**config.mk**
```make
export PLATFORM = sky130hd
export DESIGN_NAME = pattern_player_flat
export DESIGN_NICKNAME = d
export VERILOG_FILES = /design/src/rtl/pattern_player_if.sv /design/src/rtl/pattern_player.sv /design/src/flat_wrapper.sv
export SDC_FILE = /design/constraint.sdc
export NUM_CORES = 1
export LEC_CHECK = 0
export ABC_CLOCK_PERIOD_IN_PS = 2300
export BUFFER_PORTS_ARGS = -buffer_cell sky130_fd_sc_hd__buf_2
export CAP_MARGIN = 40
export CORE_MARGIN = 1
export CORE_UTILIZATION = 55
export DETAILED_ROUTE_END_ITERATION = 10
export PLACE_DENSITY = 0.79
export SLEW_MARGIN = 0
export SYNTH_ARGS = -nofsm -noshare
export SYNTH_HDL_FRONTEND = slang
export SYNTH_SLANG_ARGS = --single-unit
```
**constraint.sdc**
```tcl
create_clock -name clk_1 -period 2.3 [get_ports clk_1]
set_clock_uncertainty 0.05 [all_clocks]
set_input_delay 0.115 -clock clk_1 [delete_from_list [all_inputs] [get_ports clk_1]]
set_output_delay 0.115 -clock clk_1 [all_outputs]
set_load 0.05 [all_outputs]
```
**src/rtl/pattern_player_if.sv**
```systemverilog
// pattern_player_if
//   Groups the playback control inputs and the LED/step outputs of
//   pattern_player into one bundle.
//   master : drives tick, start, abort, seq_len, level, seed;
//            receives led, step_idx, step_valid, busy, done.
//   slave  : the player side (directions mirrored).
//   LEN_W  : width of seq_len; must match the player's LEN_W.
interface pattern_player_if #(
    parameter int LEN_W = 5
);
    logic             tick;
    logic             start;
    logic             abort;
    logic [LEN_W-1:0] seq_len;
    logic [1:0]       level;
    logic [15:0]      seed;
    logic [7:0]       led;
    logic [2:0]       step_idx;
    logic             step_valid;
    logic             busy;
    logic             done;

    modport master (
        output tick, start, abort, seq_len, level, seed,
        input  led, step_idx, step_valid, busy, done
    );

    modport slave (
        input  tick, start, abort, seq_len, level, seed,
        output led, step_idx, step_valid, busy, done
    );
endinterface

```
**src/rtl/pattern_player.sv**
```systemverilog
// pattern_player
//   Plays the memory-game cue sequence on eight LEDs. On an accepted start
//   it seeds a 16-bit Galois LFSR and shows seq_len pseudo-random LED
//   indices, one per step, paced by the game tick. Each step is lit for
//   (3 - level) ticks followed by a one-tick gap; every shown index is
//   published with a one-cycle step_valid strobe.
//
//   Ports:
//     clk_1  : system clock (rising edge)
//     rst_n  : asynchronous active-low reset
//     bus    : pattern_player_if.slave
//              in : tick, start, abort, seq_len[LEN_W], level[2], seed[16]
//              out: led[8], step_idx[3], step_valid, busy, done
//
//   Parameters: MAX_LEN (max steps), LEN_W (seq_len width, 2^LEN_W > MAX_LEN)
//
//   Optional feature macro: PATTERN_PLAYER_NO_REPEAT_EN
//     defined   : an index equal to the previous step's index is bumped to
//                 (idx+1) mod 8; the LFSR is untouched, first step never bumped
//     undefined : the raw LFSR index is always used
module pattern_player #(
    parameter int MAX_LEN = 16,
    parameter int LEN_W   = 5
) (
    input  logic            clk_1,
    input  logic            rst_n,
    pattern_player_if.slave bus
);

    typedef enum logic [1:0] {
        S_IDLE,
        S_LEAD,
        S_ON,
        S_GAP
    } state_t;

    localparam logic [15:0]      SEED_SUB  = 16'hACE1;
    localparam logic [15:0]      LFSR_TAPS = 16'hB400;
    localparam logic [LEN_W-1:0] LEN_MAX   = LEN_W'(MAX_LEN);

    state_t           state_q, state_d;
    logic [15:0]      lfsr_q, lfsr_d;
    logic [LEN_W-1:0] len_q, len_d;
    logic [LEN_W-1:0] step_cnt_q, step_cnt_d;
    logic [1:0]       on_ticks_q, on_ticks_d;
    logic [1:0]       on_cnt_q, on_cnt_d;
    logic [7:0]       led_q, led_d;
    logic [2:0]       step_idx_q, step_idx_d;
    logic             step_valid_q, step_valid_d;
    logic             busy_q, busy_d;
    logic             done_q, done_d;

    logic [15:0]      lfsr_adv;
    logic [2:0]       idx_new;
    logic             take_step;

    // Next LFSR state and the index it selects for a step taken this cycle.
    always_comb begin
        lfsr_adv = lfsr_q[0] ? ((lfsr_q >> 1) ^ LFSR_TAPS) : (lfsr_q >> 1);
        idx_new  = lfsr_adv[15:13];
`ifdef PATTERN_PLAYER_NO_REPEAT_EN
        // step_cnt_q is 0 only for the first step of a playback
        if ((step_cnt_q != '0) && (idx_new == step_idx_q)) begin
            idx_new = idx_new + 3'd1;
        end
`endif
    end

    always_comb begin
        state_d      = state_q;
        lfsr_d       = lfsr_q;
        len_d        = len_q;
        step_cnt_d   = step_cnt_q;
        on_ticks_d   = on_ticks_q;
        on_cnt_d     = on_cnt_q;
        led_d        = led_q;
        step_idx_d   = step_idx_q;
        step_valid_d = 1'b0;
        done_d       = 1'b0;
        take_step    = 1'b0;

        case (state_q)
            S_IDLE: begin
                // a tick coinciding with start is deliberately not consumed
                if (bus.start) begin
                    lfsr_d = (bus.seed == '0) ? SEED_SUB : bus.seed;
                    if (bus.seq_len == '0) begin
                        len_d = LEN_W'(1);
                    end else if (bus.seq_len > LEN_MAX) begin
                        len_d = LEN_MAX;
                    end else begin
                        len_d = bus.seq_len;
                    end
                    on_ticks_d = (bus.level == 2'd3) ? 2'd1 : (2'd3 - bus.level);
                    step_cnt_d = '0;
                    state_d    = S_LEAD;
                end
            end
            S_LEAD: begin
                if (bus.tick) begin
                    take_step = 1'b1;
                end
            end
            S_ON: begin
                if (bus.tick) begin
                    if (on_cnt_q <= 2'd1) begin
                        led_d   = '0;
                        state_d = S_GAP;
                    end else begin
                        on_cnt_d = on_cnt_q - 2'd1;
                    end
                end
            end
            S_GAP: begin
                if (bus.tick) begin
                    if (step_cnt_q < len_q) begin
                        take_step = 1'b1;
                    end else begin
                        done_d  = 1'b1;
                        state_d = S_IDLE;
                    end
                end
            end
            default: state_d = S_IDLE;
        endcase

        if (take_step) begin
            lfsr_d       = lfsr_adv;
            step_idx_d   = idx_new;
            led_d        = 8'd1 << idx_new;
            step_valid_d = 1'b1;
            on_cnt_d     = on_ticks_q;
            step_cnt_d   = step_cnt_q + LEN_W'(1);
            state_d      = S_ON;
        end

        // abort overrides everything decided above, including an IDLE start
        if (bus.abort) begin
            state_d      = S_IDLE;
            lfsr_d       = lfsr_q;
            len_d        = len_q;
            step_cnt_d   = step_cnt_q;
            on_ticks_d   = on_ticks_q;
            on_cnt_d     = on_cnt_q;
            led_d        = '0;
            step_idx_d   = step_idx_q;
            step_valid_d = 1'b0;
            done_d       = 1'b0;
        end

        busy_d = (state_d != S_IDLE);
    end

    always_ff @(posedge clk_1 or negedge rst_n) begin
        if (!rst_n) begin
            state_q      <= S_IDLE;
            lfsr_q       <= '0;
            len_q        <= '0;
            step_cnt_q   <= '0;
            on_ticks_q   <= '0;
            on_cnt_q     <= '0;
            led_q        <= '0;
            step_idx_q   <= '0;
            step_valid_q <= 1'b0;
            busy_q       <= 1'b0;
            done_q       <= 1'b0;
        end else begin
            state_q      <= state_d;
            lfsr_q       <= lfsr_d;
            len_q        <= len_d;
            step_cnt_q   <= step_cnt_d;
            on_ticks_q   <= on_ticks_d;
            on_cnt_q     <= on_cnt_d;
            led_q        <= led_d;
            step_idx_q   <= step_idx_d;
            step_valid_q <= step_valid_d;
            busy_q       <= busy_d;
            done_q       <= done_d;
        end
    end

    assign bus.led        = led_q;
    assign bus.step_idx   = step_idx_q;
    assign bus.step_valid = step_valid_q;
    assign bus.busy       = busy_q;
    assign bus.done       = done_q;

endmodule

```
**src/flat_wrapper.sv**
```systemverilog
// flat-port wrapper written by rule: the top's interface ports become plain ports
module pattern_player_flat 
#(
    parameter int MAX_LEN = 16,
    parameter int LEN_W   = 5
)
  (clk_1, rst_n, bus_tick, bus_start, bus_abort, bus_seq_len, bus_level, bus_seed, bus_led, bus_step_idx, bus_step_valid, bus_busy, bus_done);
  pattern_player_if #(.LEN_W(LEN_W)) bus_i ();
  input  logic clk_1;
  input  logic rst_n;
  input wire logic [$bits(bus_i.tick)-1:0] bus_tick;
  input wire logic [$bits(bus_i.start)-1:0] bus_start;
  input wire logic [$bits(bus_i.abort)-1:0] bus_abort;
  input wire logic [$bits(bus_i.seq_len)-1:0] bus_seq_len;
  input wire logic [$bits(bus_i.level)-1:0] bus_level;
  input wire logic [$bits(bus_i.seed)-1:0] bus_seed;
  output wire logic [$bits(bus_i.led)-1:0] bus_led;
  output wire logic [$bits(bus_i.step_idx)-1:0] bus_step_idx;
  output wire logic [$bits(bus_i.step_valid)-1:0] bus_step_valid;
  output wire logic [$bits(bus_i.busy)-1:0] bus_busy;
  output wire logic [$bits(bus_i.done)-1:0] bus_done;
  assign bus_i.tick = bus_tick;
  assign bus_i.start = bus_start;
  assign bus_i.abort = bus_abort;
  assign bus_i.seq_len = bus_seq_len;
  assign bus_i.level = bus_level;
  assign bus_i.seed = bus_seed;
  assign bus_led = bus_i.led;
  assign bus_step_idx = bus_i.step_idx;
  assign bus_step_valid = bus_i.step_valid;
  assign bus_busy = bus_i.busy;
  assign bus_done = bus_i.done;
  pattern_player #(.MAX_LEN(MAX_LEN), .LEN_W(LEN_W)) u_core (.clk_1(clk_1), .rst_n(rst_n), .bus(bus_i));
endmodule
```
**Yosys cells after proc, flatten, opt, wreduce, memory -nomap -nowiden**

Cells that the tools add are included.

- Register bits: 46
- Latch bits: 0
- Bits in writable memories: 0
- Bits in read-only memories: 0
- Input bits: 28
- Output and inout port bits: 14
- Word-level logic and storage cells: 79
- Memories: 0

- Add/subtract/negate cells: 3
- Multiply operators: 0
- Div/mod/pow operators: 0
- Magnitude comparators: 3
- Eq/ne operators: 5
- Shift-type cells: 1
- Multiplexer cells: 38
- Bitwise logic cells: 2
- Reduce and logical (&&, ||, !) cells: 16

Operators with widths:

| kind | count |
|---|---|
| 16-bit 2-to-1 mux | 5 |
| 8-bit 2-to-1 mux | 5 |
| 5-bit 2-to-1 mux | 5 |
| 2-bit 2-to-1 mux | 12 |
| 16-bit logical NOT | 1 |
| 2-bit nonzero test | 5 |
| 1-bit 2-to-1 mux | 9 |
| 3-bit AND reduction | 3 |
| 3-bit nonzero test | 3 |
| 1-bit by 3-bit left shift with 8-bit output, first input constant | 1 |
| 2-bit equality test, second input constant | 3 |
| 2-bit one-hot mux with 3 select lines | 1 |
| 5-bit by 1-bit adder with 5-bit output, second input constant | 1 |
| 5-bit > comparator, second input constant | 1 |
| 5-bit logical NOT | 1 |
| 5-bit less-than comparator | 1 |
| 3-bit NOT with 4-bit output | 1 |
| 4-bit AND reduction | 1 |
| 2-bit by 1-bit equality test with 1-bit output, second input constant | 1 |
| 2-bit by 1-bit less-or-equal comparator with 1-bit output, second input constant | 1 |
| 2-bit logical NOT | 1 |
| 2-bit by 1-bit inequality test with 1-bit output, second input constant | 1 |
| 1-bit one-hot mux with 2 select lines | 1 |
| 2-bit AND reduction | 1 |
| other kinds (3) | 3 |

**Longest topological paths before layout**

Gate-level depths: netlist of the first run.

- Depth after elaboration: 7
- Gate-level depth with buffers: 9
- Depth with buffers taken out: 8

**Worst setup path before layout of the first run**

No wires, ideal clock.

- Path type: register -> register
- Start: register u_core.step_cnt_q[2]
- End: register u_core.lfsr_q[13]
- Setup time: 0.124 ns
- Data arrival time: 1.809 ns
- Required time: 2.126 ns
- Setup slack: 0.317 ns
- Stages on the path, launching flop included: 9
- Buffers on the path: 1
- Period minus slack after synthesis: 1.983 ns
- Cells stage by stage: dfrtp_1 ha_1 a21o_1 a31oi_4 o21ai_4 inv_4 nor2_2 buf_6 a211o_1

- Longest elaborated chain between the ends: 6
- Elaborated cells between the ends (all ways): 8
- Those cells by class: order compare (1); mux (4); reduce/logical (3)

Ends and longest elaborated chain:

| what | RTL line | source |
|---|---|---|
| start, declared | pattern_player.sv:44 | `logic [LEN_W-1:0] step_cnt_q, step_cnt_d;` |
| start signal, assigned | pattern_player.sv:171 | `step_cnt_q <= step_cnt_d;` |
| 5-bit less-than comparator (*) | pattern_player.sv:116 | `if (step_cnt_q < len_q) begin` |
| 1-bit 2-to-1 mux (*) | pattern_player.sv:116 |  |
| 1-bit 2-to-1 mux (*) | pattern_player.sv:115 | `if (bus.tick) begin` |
| 1-bit one-hot mux with 2 select lines (*) | pattern_player.sv:82 | `case (state_q)` |
| 2-bit nonzero test (no source line) | - |  |
| 3-bit AND reduction (no source line) | - |  |
| end signal, assigned | pattern_player.sv:169 | `lfsr_q <= lfsr_d;` |
| end, declared | pattern_player.sv:42 | `logic [15:0] lfsr_q, lfsr_d;` |

Mark *: on every way between the ends. The rest lies on a longest branch, timed or not.
A chain may end at the register's enable or synchronous reset.

**Worst setup path after layout of the first run**

- Start: register u_core.step_cnt_q[2]
- End: register u_core.lfsr_q[0]

The elaborated chain is that of the path after synthesis.

==> results.py, run 1 <==
metrics = {
    "cts": {
        "cts.sinks": 46,
        "clkTransAtPathRegs_ns": 0.08,
        "cts_tree": "yes",
        "ctsHtreeMaxLevel": 2,
        "cts_root_buf": "clkbuf_8",
        "clk_path_buf_depth": 2,
        "cts-resized-gates": 0,
        "hold_buffers": 3,
        "cts-buffers-inserted": 5,
        "cts_setup_buffers": 0,
        "clk_latency_ns": 0.30,
    },
    "placed_design": {
        "io_buffers": 41,
        "dp_hpwl_mm": 3.239,
        "place_area_um2": 2534,
        "dpl.cell_count": 318,
        "gp_congestion": 0.8544,
    },
    "final_layout": {
        "syn_to_final_growth_pct": 18.00,
        "mostFrequentLayoutCells": "dfrtp_1, buf_2, nor2_1, a21oi_1, inv_1",
        "nNetsFinal": 312,
        "design_area_um2": 2706,
        "seq_area_um2": 1151,
        "multi_input_area_um2": 992.2,
        "fillers": 317,
        "layout_commonest_cell": "dfrtp_1",
        "layout.cells.non_filler": 329,
        "n_antenna_cell": 0,
        "drive_gt1_frac": 0.2294,
    },
    "grt": {
        "antenna_found_initial": 0,
        "first_global_vias": 1797,
        "grt_max_degree": 25,
        "grt_pass1_wl_mm": 7.838,
        "grt_usage": 0.2408,
        "grt_remaining_overflow": 0,
    },
    "setup_path": {
        "cp_max_fo": 15,
        "arrival_ns": 2.35,
        "end_kind": "flop",
        "required_ns": 2.49,
        "crit_type": "flop to flop",
        "regToRegEndpoint": "u_core.lfsr_q[0]$_DFFE_PN0P_",
        "worstSetupStartpointType": "flop",
        "rrSetupSlack_ns": 0.14,
        "cp_slowest_cell": "nor2_2",
        "slowest_delay_ns": 0.49,
        "startpoint": "u_core.step_cnt_q[2]$_DFFE_PN0P_",
        "crit_end": "u_core.lfsr_q[0]$_DFFE_PN0P_",
        "path_cells": "ha_1, a21o_1, a31oi_4, o21ai_4, inv_4, nor2_2, a221o_1",
        "worst_r2r_startpoint": "u_core.step_cnt_q[2]$_DFFE_PN0P_",
        "reg2regPathDepth": 7,
    },
    "logic_synthesis": {
        "ys_ff_latch": 46,
        "synth_ff_type": "dfrtp_1",
        "synth-edff-count": 0,
        "ys_types": 46,
        "synth_warnings": 0,
        "synth_nets": 269,
        "async_reset_ff_frac": 1.000,
        "synth.avg_cell_area_um2": 9.759,
        "synthCells": 235,
        "synth_area_um2": 2293,
        "ys_seq_area_frac": 0.5019,
    },
    "outcome": {
        "status": "complete, no violations",
    },
    "route": {
        "routed_wl_mm": 4.529,
        "final_antenna_net_count": 0,
        "drtIter0Drc": 90,
        "first_pass_iters": 5,
        "routed_via_density": 5.720,
        "drc": 0,
        "via_count": 1882,
        "wl_per_cell_um": 13.77,
    },
    "sta": {
        "setup_viol": 0,
        "maxSlewHeadroom": 0.6065,
        "tns_ns": 0,
        "max_freq_mhz": 462.2,
        "worst_pin_slew_ns": 0.5897,
        "timing.final.hold_violations": 0,
        "period_share": 0.9407,
        "drv_slew": 0,
        "timing.hold.ws_ns": 0.01318,
        "rsz0062_at_grt": "false",
        "min_period_ns": 2.164,
    },
    "die": {
        "start_util": 0.5734,
        "dieArea_um2": 4432,
        "rows": 23,
        "die_x_um": 66.58,
        "core-area_um2": 4000,
        "ios": 42,
        "dieHeight_um": 66.58,
    },
    "worst_hold_path": {
        "hp-class": "input pin to flop",
    },
    "power_and_ir_drop": {
        "power_density_nw_per_um2": 1052,
        "vdd_drop_max_mv": 0.7023,
        "leakage_nw": 1.321,
    },
    "flow_run": {
        "max-cap-violations": 0,
    },
}
## registers in the layout (all words and copies together) (netlist names)
signal	cells
u_core.bus.done	1
u_core.bus.step_valid	1
u_core.on_cnt_q	2
u_core.state_q	2
u_core.lfsr_q	16
u_core.on_ticks_q	2
u_core.bus.busy	1
u_core.len_q	5
u_core.bus.led	8
u_core.bus.step_idx	3
u_core.step_cnt_q	5
## synthesized netlist by cell type, drive strengths merged (4+ instances only)
library cell	n	area, µm²
o22ai	8	50.05
a21oi	21	105.1
nand3	13	65.06
nand2	17	66.32
nor2	22	85.09
nand4	4	25.02
dfrtp	46	1151
buf	6	42.54
ha	6	75.07
o21ai	11	70.07
inv	20	77.58
nor4	5	31.28
a21o	4	30.03
clkbuf	8	30.03
a221o	5	50.05
## where the power goes
| part | switching, mW | internal [mW] | total [mW] |
|---|---|---|---|
| clock network | 0.262 | 0.463 | 0.725 |
| registers | 0.204 | 1.05 | 1.25 |
| logic | 0.520 | 0.351 | 0.871 |
## worst min path at each step
stage | slack, ns | cells after the start | endpoint | start
floorplan | -0.23 | 0 | u_core.bus.busy$_DFF_PN0_ | rst_n
global placement | 0.07 | 1 | u_core.len_q[0]$_DFFE_PN0P_ | rst_n
detailed placement | 0.07 | 1 | u_core.len_q[0]$_DFFE_PN0P_ | rst_n
CTS | 0.003 | 2 | u_core.len_q[0]$_DFFE_PN0P_ | bus_seq_len[4]
global route | 0.01 | 2 | u_core.len_q[0]$_DFFE_PN0P_ | bus_seq_len[4]
finish | 0.01 | 2 | u_core.len_q[0]$_DFFE_PN0P_ | bus_seq_len[4]
## per-stage QoR
step / power, mW / util / setup slack [ns]
2_1_floorplan: 1.912 / - / 0.3168
3_3_place_gp: 2.095 / 0.6334 / 0.2267
4_1_cts: 2.862 / 0.6766 / 0.1167
6_report: 2.846 / 0.6766 / 0.1364
3_5_place_dp: 2.127 / 0.6334 / 0.1298
5_1_grt: 3.029 / 0.6766 / 0.004432
## layer usage
| layer | vias up | wire, µm | track usage |
|---|---|---|---|
| met3 | 5 | 217 | 0.05308 |
| met5 | - | 0 | 0 |
| met1 | 900 | 2087 | 0.3164 |
| met2 | 49 | 2158 | 0.3838 |
| met4 | 0 | 65 | 0.09840 |
| li1 | 928 | - | - |
## worst max-delay path, delay by kind of cell (launching register included)
family	cells	cell delay [ns]
AND/OR/NAND/NOR	1	0.49
buffers and inverters	1	0.09
flip-flops	1	0.42
adder cells (fa/ha/maj)	1	0.36
AO/OA/AOI/OAI	4	0.69
## cell type report
class | instances | share of cell area
clock buffers | 6 | 0.03051
clock inverters | 2 | 0.02219
inverters | 20 | 0.02866
multi-input cells | 155 | 0.3666
flip-flops and latches | 46 | 0.4253
well taps | 50 | 0.02312
repair buffers | 50 | 0.1036
## cell families (layout without fill, tap and decap cells)
group | after synthesis | in the layout | share of synthesized area
adder cells (fa/ha/maj) | 6 | 6 | 0.03273
buffers and inverters | 34 | 78 | 0.06547
flip-flops | 46 | 46 | 0.5019
XOR/XNOR | 3 | 3 | 0.01146
AO/OA/AOI/OAI | 63 | 63 | 0.1959
multiplexers | 3 | 3 | 0.01309
AND/OR/NAND/NOR | 80 | 80 | 0.1795
Power figures use the tool's default switching activity.
==> run 2: changes to the inputs <==
--- a/config.mk
+++ b/config.mk
@@ -12,6 +12,7 @@
 export CORE_UTILIZATION = 55
 export DETAILED_ROUTE_END_ITERATION = 10
 export PLACE_DENSITY = 0.79
+export SETUP_SLACK_MARGIN = 0.4
 export SLEW_MARGIN = 0
 export SYNTH_ARGS = -nofsm -noshare
 export SYNTH_HDL_FRONTEND = slang
==> results.py, run 2 (synthesized netlist as in run 1, its figures left out) <==
metrics = {
    "cts": {
        "clkTransAtPathRegs_ns": 0.09,
        "ctsHtreeMaxLevel": 2,
        "cts-buffers-inserted": 5,
        "clk_latency_ns": 0.31,
        "cts_root_buf": "clkbuf_8",
        "clk_path_buf_depth": 2,
        "cts_tree": "yes",
        "cts.sinks": 46,
    },
    "route": {
        "first_pass_iters": 4,
        "wl_per_cell_um": 15.31,
        "final_antenna_net_count": 0,
        "wl_met1_mm": 2.315,
        "highest_layer": "met4",
        "routed_wl_mm": 5.222,
        "routed-wl-met2_mm": 2.579,
        "drc": 0,
        "via_count": 1972,
        "drtIter0Drc": 159,
        "routed_via_density": 5.783,
        "dr_wl_met3_um": 265,
    },
    "sta": {
        "min_period_ns": 1.931,
        "drv_slew": 0,
        "maxSlewHeadroom": 0.7051,
        "rsz0062_at_grt": "true",
        "setup_viol": 0,
        "tns_ns": 0,
        "setup_ws_ns": 0.3693,
        "max_freq_mhz": 518.0,
        "period_share": 0.8394,
        "timing.final.hold_violations": 0,
        "worst_pin_slew_ns": 0.4414,
    },
    "final_layout": {
        "nNetsFinal": 324,
        "design_area_um2": 2863,
        "regMostFlops": "u_core.lfsr_q",
        "largest_register_ffs": 16,
        "n_antenna_cell": 0,
        "layout_commonest_cell": "dfrtp_1",
        "drive_gt1_frac": 0.3058,
        "mostFrequentLayoutCells": "dfrtp_1, buf_2, nor2_1, a21oi_1, inv_1",
        "syn_to_final_growth_pct": 24.82,
    },
    "grt": {
        "grt_max_degree": 32,
        "grt_usage": 0.2471,
        "grt_pass1_wl_mm": 7.948,
        "antenna_found_initial": 0,
        "first_global_vias": 1694,
        "grt_remaining_overflow": 0,
    },
    "setup_path": {
        "required_ns": 2.45,
        "cp_max_fo": 8,
        "crit_type": "flop to flop",
        "end_kind": "flop",
        "worstSetupStartpointType": "flop",
        "arrival_ns": 2.08,
    },
    "placed_design": {
        "place_ws_ns": 0.2148,
        "gp_congestion": 0.7809,
        "place_area_um2": 2551,
        "io_buffers": 41,
        "dp_hpwl_mm": 3.441,
    },
    "power_and_ir_drop": {
        "power_density_nw_per_um2": 1001,
        "leakage_nw": 1.359,
        "vdd_drop_max_mv": 0.5309,
    },
    "die": {
        "rows": 23,
        "dieHeight_um": 66.58,
        "die_x_um": 66.58,
        "core-area_um2": 4000,
        "dieArea_um2": 4432,
        "start_util": 0.5734,
        "ios": 42,
    },
    "outcome": {
        "status": "complete, no violations",
    },
    "flow_run": {
        "max-cap-violations": 0,
    },
    "worst_hold_path": {
        "hp-class": "input pin to flop",
    },
}
## run 2: stage by stage
stage / utilization / instances / hold WS, ns / total power, mW
after floorplan: - / 235 / -0.2306 / 1.928
after global placement: 0.6378 / 317 / -0.008577 / 2.111
after detailed placement: 0.6378 / 317 / -0.005419 / 2.148
after CTS: 0.6913 / 334 / 0.006276 / 2.792
after global routing: 0.7157 / 341 / 0.03699 / 3.035
final: 0.7157 / 341 / 0.01175 / 2.866
## run 2: what timing repair did
action / in CTS / in global routing
buffers inserted: 5 / 6
setup endpoints to repair: 27 / 29
gates cloned: 0 / 1
resized for setup: 7 / 9
hold buffers: 4 / 0
pin swaps: 6 / 7
hold endpoints to repair: 18 / 0
## run 2: final timing paths
| kind | end | slack (ns) | cells past startpoint | start |
|---|---|---|---|---|
| hold / removal | u_core.len_q[2]$_DFFE_PN0P_ | 0.01 | 3 | bus_seq_len[2] |
| max in group asynchronous | u_core.step_cnt_q[2]$_DFFE_PN0P_ | 1.29 | 3 | rst_n |
| hold reg to reg | u_core.bus.step_idx[0]$_DFFE_PN0P_ | 0.43 | 1 | u_core.bus.step_idx[0]$_DFFE_PN0P_ |
| min in group asynchronous | u_core.on_ticks_q[1]$_DFFE_PN0P_ | 0.19 | 2 | rst_n |
| setup reg to reg | u_core.lfsr_q[0]$_DFFE_PN0P_ | 0.37 | 7 | u_core.step_cnt_q[4]$_DFFE_PN0P_ |
| setup / recovery | u_core.lfsr_q[0]$_DFFE_PN0P_ | 0.37 | 7 | u_core.step_cnt_q[4]$_DFFE_PN0P_ |
## run 2: area by class of cell
class                   instances  area (µm²)
well taps                      50       62.56
multi-input cells             156        1084
clock buffers                   5       68.82
fillers                       293        1137
inverters                      20       77.57
clock inverters                 3       45.04
flip-flops and latches         46        1152
repair buffers                 61       372.9
## run 2: report_power, final
part           switching (mW)  internal (mW)  total (mW)
clock network           0.285          0.323       0.608
registers               0.216           1.05        1.26
logic                   0.577          0.419       0.996
## run 2: worst max-delay path: stages (launching register included)
cell,delay (ns)
dfrtp_1,0.43
ha_4,0.24
a21o_4,0.22
a211oi_4,0.27
o21ai_4,0.11
inv_4,0.11
nor2_4,0.07
a221o_1,0.33
## run 2: layer usage
layer	GRT usage	vias up
li1	-	951
met1	0.3281	960
met2	0.3939	56
met3	0.06164	5
met4	0.07979	0
met5	0	-
